$ cat src/rtl/nn_result_ctrl.sv
// Result controller for the neural_network core: launch on request, wait for done with a
// timeout, snapshot the probabilities, scan for the argmax. Optional macro: NN_AUTO_CYCLE_EN.
module nn_result_ctrl #(
   parameter int unsigned N_CLASSES   = 10,
   parameter int unsigned PROB_W      = 16,
   parameter int unsigned TIMEOUT     = 1048576,
   parameter int unsigned CYCLE_TICKS = 50000000,
   localparam int unsigned SEL_W      = $clog2(N_CLASSES)
) (
   input  logic                        Clk,
   input  logic                        Reset_n,
   input  logic                        compute_req,
   input  logic [SEL_W-1:0]            sel,
   input  logic [N_CLASSES*PROB_W-1:0] prob,
   input  logic                        nn_done,
   output logic                        nn_start,
   output logic                        busy,
   output logic [SEL_W-1:0]            best_class,
   output logic [PROB_W-1:0]           best_prob,
   output logic [PROB_W-1:0]           display,
   output logic [N_CLASSES-1:0]        class_led,
   output logic                        timeout_err
);

   localparam int unsigned      CntW    = $clog2(TIMEOUT + 1);
   localparam logic [CntW-1:0]  CntLast = CntW'(TIMEOUT - 1);
   localparam logic [SEL_W-1:0] LastIdx = SEL_W'(N_CLASSES - 1);

   typedef enum logic [1:0] {StIdle, StStart, StWait, StScan} state_e;

   state_e              state_q, state_d;
   logic [CntW-1:0]     cnt_q;
   logic [SEL_W-1:0]    idx_q, max_idx_q, best_class_q;
   logic [PROB_W-1:0]   max_q, best_prob_q, display_q;
   logic [PROB_W-1:0]   snap_q [N_CLASSES];
   logic [N_CLASSES-1:0] class_led_q;
   logic                timeout_err_q;

   logic                timeout_hit, commit;
   logic [PROB_W-1:0]   cur_val, cand_val;
   logic [SEL_W-1:0]    cand_idx, disp_idx;
   logic [N_CLASSES-1:0] led_d;

   assign timeout_hit = (cnt_q == CntLast);
   assign commit      = (state_q == StScan) && (idx_q == LastIdx);

   always_ff @(posedge Clk or negedge Reset_n) begin
      if (!Reset_n) state_q <= StIdle;
      else          state_q <= state_d;
   end

   always_comb begin
      state_d = state_q;
      unique case (state_q)
         StIdle:  if (compute_req) state_d = StStart;
         StStart: state_d = StWait;
         StWait: begin
            if (nn_done)          state_d = StScan;
            else if (timeout_hit) state_d = StIdle;
         end
         StScan:  if (idx_q == LastIdx) state_d = StIdle;
         default: state_d = StIdle;
      endcase
   end

   always_comb begin
      nn_start = (state_q == StStart);
      busy     = (state_q != StIdle);
   end

   // Index 0 seeds the running max; later entries replace it only when strictly greater.
   always_comb begin
      cur_val  = snap_q[idx_q];
      cand_val = max_q;
      cand_idx = max_idx_q;
      if ((idx_q == '0) || (cur_val > max_q)) begin
         cand_val = cur_val;
         cand_idx = idx_q;
      end
      led_d           = '0;
      led_d[cand_idx] = 1'b1;
   end

   always_ff @(posedge Clk or negedge Reset_n) begin
      if (!Reset_n) begin
         cnt_q         <= '0;
         idx_q         <= '0;
         max_q         <= '0;
         max_idx_q     <= '0;
         best_class_q  <= '0;
         best_prob_q   <= '0;
         class_led_q   <= '0;
         timeout_err_q <= 1'b0;
         display_q     <= '0;
         for (int i = 0; i < N_CLASSES; i++) snap_q[i] <= '0;
      end else begin
         case (state_q)
            StIdle:  if (compute_req) timeout_err_q <= 1'b0;
            StStart: cnt_q <= '0;
            StWait: begin
               if (nn_done) begin
                  for (int i = 0; i < N_CLASSES; i++) snap_q[i] <= prob[i*PROB_W +: PROB_W];
                  idx_q <= '0;
               end else if (timeout_hit) begin
                  timeout_err_q <= 1'b1;
               end else begin
                  cnt_q <= cnt_q + 1'b1;
               end
            end
            StScan: begin
               max_q     <= cand_val;
               max_idx_q <= cand_idx;
               if (idx_q == LastIdx) begin
                  idx_q        <= '0;
                  best_class_q <= cand_idx;
                  best_prob_q  <= cand_val;
                  class_led_q  <= led_d;
               end else begin
                  idx_q <= idx_q + 1'b1;
               end
            end
            default: ;
         endcase
         display_q <= (disp_idx <= LastIdx) ? snap_q[disp_idx] : '0;
      end
   end

`ifdef NN_AUTO_CYCLE_EN
   localparam int unsigned        DwellW    = $clog2(CYCLE_TICKS + 1);
   localparam logic [DwellW-1:0]  DwellLast = DwellW'(CYCLE_TICKS - 1);

   logic [DwellW-1:0] dwell_q;
   logic [SEL_W-1:0]  disp_idx_q;
   logic              unused_sel;

   assign unused_sel = ^sel;

   // A fresh result restarts the rotation on the winning class.
   always_ff @(posedge Clk or negedge Reset_n) begin
      if (!Reset_n) begin
         dwell_q    <= '0;
         disp_idx_q <= '0;
      end else if (commit) begin
         dwell_q    <= '0;
         disp_idx_q <= cand_idx;
      end else if (dwell_q == DwellLast) begin
         dwell_q    <= '0;
         disp_idx_q <= (disp_idx_q == LastIdx) ? '0 : disp_idx_q + 1'b1;
      end else begin
         dwell_q <= dwell_q + 1'b1;
      end
   end

   assign disp_idx = disp_idx_q;
`else
   logic unused_commit;
   assign unused_commit = commit;
   assign disp_idx      = sel;
`endif

   assign best_class  = best_class_q;
   assign best_prob   = best_prob_q;
   assign class_led   = class_led_q;
   assign display     = display_q;
   assign timeout_err = timeout_err_q;

endmodule

$ cat config.mk
export PLATFORM = sky130hd
export DESIGN_NAME = nn_result_ctrl
export DESIGN_NICKNAME = d
export VERILOG_FILES = /design/src/rtl/nn_result_ctrl.sv
export SDC_FILE = /design/constraint.sdc
export NUM_CORES = 1
export LEC_CHECK = 0
export ABC_AREA = 1
export CAP_MARGIN = 20
export CORE_MARGIN = 2
export CORE_UTILIZATION = 49
export DETAILED_ROUTE_END_ITERATION = 8
export GPL_TIMING_DRIVEN = 0
export PLACE_DENSITY_LB_ADDON = 0.15
export SYNTH_ARGS = -nofsm -noshare
export SYNTH_HDL_FRONTEND = slang
export SYNTH_SLANG_ARGS = --single-unit
$ cat constraint.sdc
create_clock -name Clk -period 2.5 [get_ports Clk]
set_input_delay 0.375 -clock Clk [delete_from_list [all_inputs] [get_ports Clk]]
set_output_delay 0.375 -clock Clk [all_outputs]
set_load 0.02 [all_outputs]
# Word-level counts from Yosys, hierarchy flattened
# Index checks and enable logic that the tools add are counted.
dict set report classes {
  addsub 2
  order_cmp 6
  n_eq_ne 12
  n_mux 26
  bitwise 2
  n_reduce_logical 14
}
# operator count
set op_table {}
lappend op_table {{$bmux W16 S4} 2}
lappend op_table {{$mux W16} 6}
lappend op_table {{$mux W21} 2}
lappend op_table {{$pmux W21 S2} 1}
lappend op_table {{$add A21 B1 Y21 const B} 1}
lappend op_table {{$eq A21 B20 Y1 const B} 1}
lappend op_table {{$gt A16 B16 Y1} 1}
lappend op_table {{$mux W4} 3}
lappend op_table {{$ge A5 B5 Y1 const B} 2}
lappend op_table {{$ne A2 B2 Y1 const B} 5}
lappend op_table {{$not A4 Y5} 2}
lappend op_table {{$mux W2} 4}
lappend op_table {{$pmux W2 S4} 1}
lappend op_table {{$pmux W4 S2} 1}
lappend op_table {{$reduce_bool A2 Y1} 4}
lappend op_table {{$reduce_and A2 Y1} 3}
lappend op_table {{$reduce_and A3 Y1} 2}
lappend op_table {{$lt A4 B5 Y1 const B} 1}
lappend op_table {{$add A4 B1 Y4 const B} 1}
lappend op_table {{$demux W1 S4} 1}
lappend op_table {{$eq A2 B2 Y1 const B} 2}
lappend op_table {{$eq A4 B4 Y1 const B} 1}
lappend op_table {{$ge A4 B1 Y1 const B} 1}
lappend op_table {{$le A4 B4 Y1 const B} 1}
lappend op_table {{other kinds (10)} 13}
dict set report totals {
  register_bits 254
  inputBits 168
  output_inout_bits 49
  elab_cells 82
}

# Longest topological paths before layout
dict set report logic_depth {
  word_depth 11
  mapped_depth 26
  ltp_nobuf 23
}

# Worst setup path before layout
# OpenSTA, ideal clock, no wires.
dict set report synth_timing {
  path_type {reg2reg}
  startpoint {register idx_q[0]}
  endpoint {register class_led_q[4] (netlist: class_led[4])}
  setup_ps 66
  t_arrival_ps 2670
  required_time_ps 2434
  slack_ps -236
  stages_incl_launch_ff 24
  path_buffers 4
  period_less_slack_ps 2736
  cell_sequence {dfrtp_1 > buf_6 > inv_2 > buf_6 > buf_2 > a21oi_1 > o21ai_0 > and3_1 > inv_1 > ha_1 > a21oi_1 > nor2_1 > nor2_1 > nand2_1 > nand2_1 > nand2_1 > nand2_2 > nand2_4 > buf_6 > nand2_1 > nand2_1 > nor2_2 > nand2_1 > nand2_1}
}
dict set report synth_via {
  elab_chain_cells 11
  elab_cells_between_ends 15
  classes_between {order compare (3); eq/ne (1); mux (6); bitwise (1); reduce/logical (4)}
}
# item line
set synth_lines {}
lappend synth_lines {{from (decl)} 33} ;# logic [SEL_W-1:0] idx_q, max_idx_q, best_class_q;
lappend synth_lines {{from (signal assigned)} 119} ;# idx_q <= idx_q + 1'b1;
lappend synth_lines {{$not A4 Y5 (implied by the code)} 73} ;# cur_val = snap_q[idx_q];
lappend synth_lines {{$bmux W16 S4} 73}
lappend synth_lines {{$mux W16 (implied by the code) (2 in a row)} 73}
lappend synth_lines {{$gt A16 B16 Y1} 76} ;# if ((idx_q == '0) || (cur_val > max_q)) begin
lappend synth_lines {{$logic_or A1 B1 Y1} 76}
lappend synth_lines {{$mux W4} 76}
lappend synth_lines {{$lt A4 B5 Y1 (implied by the code) / $ge A4 B1 Y1 (equally long branches)} 81} ;# led_d[cand_idx] = 1'b1;
lappend synth_lines {{$logic_and A1 B1 Y1 (implied by the code)} 81}
lappend synth_lines {{$mux W1 (implied by the code)} 81}
lappend synth_lines {{$demux W1 S4} 81}
lappend synth_lines {{to (signal assigned)} 117} ;# class_led_q <= led_d;
lappend synth_lines {{to (decl)} 36} ;# logic [N_CLASSES-1:0] class_led_q;
# Parallel ways exist; a longest one is shown, timed or not. The select of a mux whose other input is x is not followed.
# A chain may end at the register's enable or synchronous reset.

# Final worst setup path
dict set report layout_timing {
  startpoint {register idx_q[0]}
  endpoint {register class_led_q[5] (netlist: class_led[5])}
}
# The elaborated chain is that of the path after synthesis.

==> results.py <==
metrics = {
    "floorplanning": {
        "design.core.area_um2": 26900,
        "start_util_pct": 49.6,
        "die_area_um2": 28600,
        "die_h_um": 169,
        "die_w_um": 169,
        "ioPinCount": 217,
        "num_rows": 60,
    },
    "final_layout": {
        "multi_input_area_um2": 6270,
        "fillers": 2308,
        "drive_gt1_share_pct": 13.3,
        "seq_area_um2": 6360,
        "final_area_um2": 17900,
        "final_nets": 2148,
        "syn2layout_area_growth_pct": 33.9,
        "fin_util_pct": 66.5,
    },
    "global_routing": {
        "track_usage_pct": 34.2,
        "antenna_found_initial": 2,
        "grt-ovfl-total": 0,
        "grt_max_degree": 122,
        "grt_pass1_vias": 12951,
        "grt_first_pass_wirelength_mm": 74.4,
    },
    "pwr": {
        "power_density_nw_per_um2": 1440,
        "combPwrFrac_pct": 54.8,
        "swShare_pct": 45.5,
        "finalPower_w": 0.0256,
        "p_sw_w": 0.0117,
        "p_int_w": 0.0140,
        "vdd_drop_max_uv": 888,
        "leakagePower_nw": 8.01,
        "pwr-share-clk_pct": 17.5,
        "p_seq_share_pct": 27.6,
    },
    "setup_path": {
        "r2r_cells": 26,
        "crit_fanout": 7,
        "worstReg2RegStart": "idx_q[0]",
        "crit_arrival_ns": 3.70,
        "path_class": "flip-flop to flip-flop",
        "worstSetupEndpointType": "flip-flop",
        "r2r_slack_ns": -0.70,
        "startpoint_type": "flip-flop",
        "worstPathRequired_ns": 3.00,
        "reg2reg_to": "class_led[5]",
    },
    "synthesis": {
        "synth_largest_area_cell": "dfrtp_1",
        "synth_edf_count": 0,
        "synthesis.area_um2": 13300,
        "synth_ff_type": "dfrtp_1",
        "avgSynthCellArea_um2": 7.86,
        "synth-async-reset-ratio_pct": 100,
        "yosysWarnings": 0,
        "yosys-top-cells-area": "dfrtp_1, nand2_1, o21ai_0",
        "synthesis.nets": 1885,
        "ys_seq_area_share_pct": 47.6,
        "ys_types": 43,
        "syn_inst": 1697,
        "synth_top_area_share_pct": 47.6,
        "ys_ff_latch": 254,
    },
    "clock_tree": {
        "clk_path_buf_depth": 3,
        "clk_pin_slew_ns": 0.06,
        "clkLatencyLatePin_ns": 0.56,
        "root_buffer": "clkbuf_16",
        "cts_made_buffers": 28,
        "clock_sinks": 254,
        "htreeDepth": 1,
        "cts_tree": "done",
    },
    "routing": {
        "via_per_inst": 5.74,
        "drc": 0,
        "avgRoutedWirePerCell_um": 21.3,
        "vias": 13336,
        "drtPass1Iterations": 6,
        "drt-total-wl_mm": 49.5,
        "drtAntennaViolNets": 0,
        "drt-initial-drc-count": 1714,
    },
    "sta": {
        "slew-limit-headroom_pct": 45.4,
        "tightest_slew_ns": 0.820,
        "final-hold-violation-count": 0,
        "finalClockSkew_ns": 0.00860,
        "rsz0062_at_grt": "yes",
        "finalMaxSlewViolations": 0,
        "timing.final.crit_share_pct": 128,
        "hold_slack_ns": 0.218,
        "setup_viol": 50,
        "worst_slack_ns": -0.702,
        "clock.fmax_mhz": 312,
        "finalCriticalPeriod_ns": 3.20,
    },
    "placed_design": {
        "hpwlAfterDp_mm": 36.5,
        "dp_slack_ns": -1.18,
        "globalplace.congestion": 0.990,
        "dpl_cell_area_um2": 16100,
        "numPortBuffers": 215,
    },
    "run_status": {
        "failed_checks": "negative setup slack",
        "status": "finished with violations",
    },
    "worst_hold_path": {
        "worstHoldPathType": "input pin to async pin",
    },
    "job": {
        "cap_violations": 0,
    },
}
cell families (layout without fill, tap and decap cells):
group | count (synthesis) | count (layout) | synth area share (%)
buffers and inverters | 302 | 587 | 9.42
and+or+nand+nor | 599 | 599 | 18.7
adders and majority gates | 20 | 20 | 1.88
other | 0 | 1 | 0
AOI/OAI and AO/OA | 506 | 506 | 21.3
xor gates and xnor gates | 16 | 16 | 1.05
DFF | 254 | 254 | 47.6
layout by cell type, fill, tap and decap left out, types with 13 or more instances in the layout:
master | Yosys | final
nand2_1 | 451 | 435
dfrtp_1 | 254 | 253
o21ai_0 | 279 | 234
clkdlybuf4s50_1 | 0 | 214
inv_1 | 185 | 182
a21oi_1 | 98 | 95
o21ai_1 | 39 | 47
clkbuf_1 | 53 | 45
nand3_1 | 48 | 43
o21ai_2 | 9 | 36
clkbuf_16 | 0 | 33
nor2_1 | 40 | 32
buf_2 | 41 | 31
o2111ai_1 | 20 | 20
o22ai_1 | 18 | 18
a32o_1 | 16 | 16
nand2_2 | 5 | 16
and3_4 | 0 | 14
xor2_1 | 14 | 14
ha_1 | 20 | 14
buf_4 | 1 | 13
critical path, cell delays in order, from the launching register on:
cell	delay, ns
dfrtp_2	0.41
buf_6	0.17
inv_8	0.05
buf_12	0.14
clkbuf_16	0.16
o21ai_4	0.12
a21oi_2	0.05
o21ai_2	0.19
and3_4	0.23
inv_1	0.05
ha_1	0.28
nand2_1	0.09
inv_1	0.04
nand2_1	0.05
nand2_1	0.05
nand2_1	0.06
nand2_1	0.05
nand2_1	0.07
nand2_2	0.06
nand2_4	0.11
nand2_8	0.08
buf_8	0.15
nand2_2	0.05
nand2_2	0.09
nor2_4	0.18
nand2_1	0.09
nand2_1	0.06
flip-flops by register name, indices dropped and copies added, names as in the netlist:
signal and flops:
best_prob 16, idx_q 4, cnt_q 21, best_class 4, snap_q 160, state_q 2
display 16, timeout_err 1, class_led 10, max_q 16, max_idx_q 4
cells in the mapped netlist, types with 10 or more instances:
library cell and n:
a32o_1 16, dfrtp_1 254, clkbuf_1 53, xor2_1 14, and3_1 15, ha_1 20
nor3_1 10, a21oi_1 98, o21ai_1 39, o2111ai_1 20, buf_2 41, o21ai_0 279
nor2_1 40, inv_1 185, nand3_1 48, nand2_1 451, a31oi_1 12, o22ai_1 18
repair_timing:
item | 4_1_cts | 5_1_grt
hold endpoints to repair | 23 | 0
gates cloned | 0 | 5
hold buffers | 1 | 0
buffers inserted | 2 | 8
setup endpoints to repair | 56 | 99
resized for setup | 75 | 115
pin swaps | 4 | 42
worst max path at each step:
stage / depth (start not counted) / slack [ns] / to / start
6_report: 26 / -0.70 / class_led[5] / idx_q[0]
5_1_grt: 26 / -0.88 / class_led[5] / idx_q[0]
4_1_cts: 20 / -0.64 / class_led[1] / idx_q[0]
3_5_place_dp: 18 / -1.18 / max_q[8] / idx_q[0]
3_3_place_gp: 1 / -9.86 / best_prob[6] / Reset_n
2_1_floorplan: 26 / -0.17 / class_led[6] / idx_q[0]
power by group through the flow:
stage | clock network [W] | registers [W] | logic, W
after floorplan | 0 | 0.00692 | 0.00694
after global placement | 0 | 0.00698 | 0.0107
after detailed placement | 0 | 0.00700 | 0.0110
after CTS | 0.00451 | 0.00697 | 0.0117
after global routing | 0.00468 | 0.00724 | 0.0153
final | 0.00450 | 0.00709 | 0.0141
metrics by stage:
stage | setup TNS (ns) | instances
after floorplan | -5.26 | 1697
after global placement | -2570.59 | 2253
after detailed placement | -72.99 | 2255
after CTS | -27.39 | 2310
after global routing | -40.07 | 2324
final | -32.13 | 2324
area by class of cell:
class	count	share of cell area (%)
plain buffers	107	3.52
inverters	195	4.20
flip-flops and latches	254	35.6
clock buffers	36	4.49
multi-input cells	1141	35.1
repair buffers	233	13.5
well taps	341	2.39
diodes	1	0.0140
clock inverters	16	1.13
metal layers:
layer,track usage [%],vias to the layer above,share of wire [%]
met1,47.6,6226,41
met4,16.2,0,5.3
met2,50.0,790,42
met5,0,-,0
met3,9.00,170,11
li1,-,6150,-
Power figures use the tool's default switching activity.
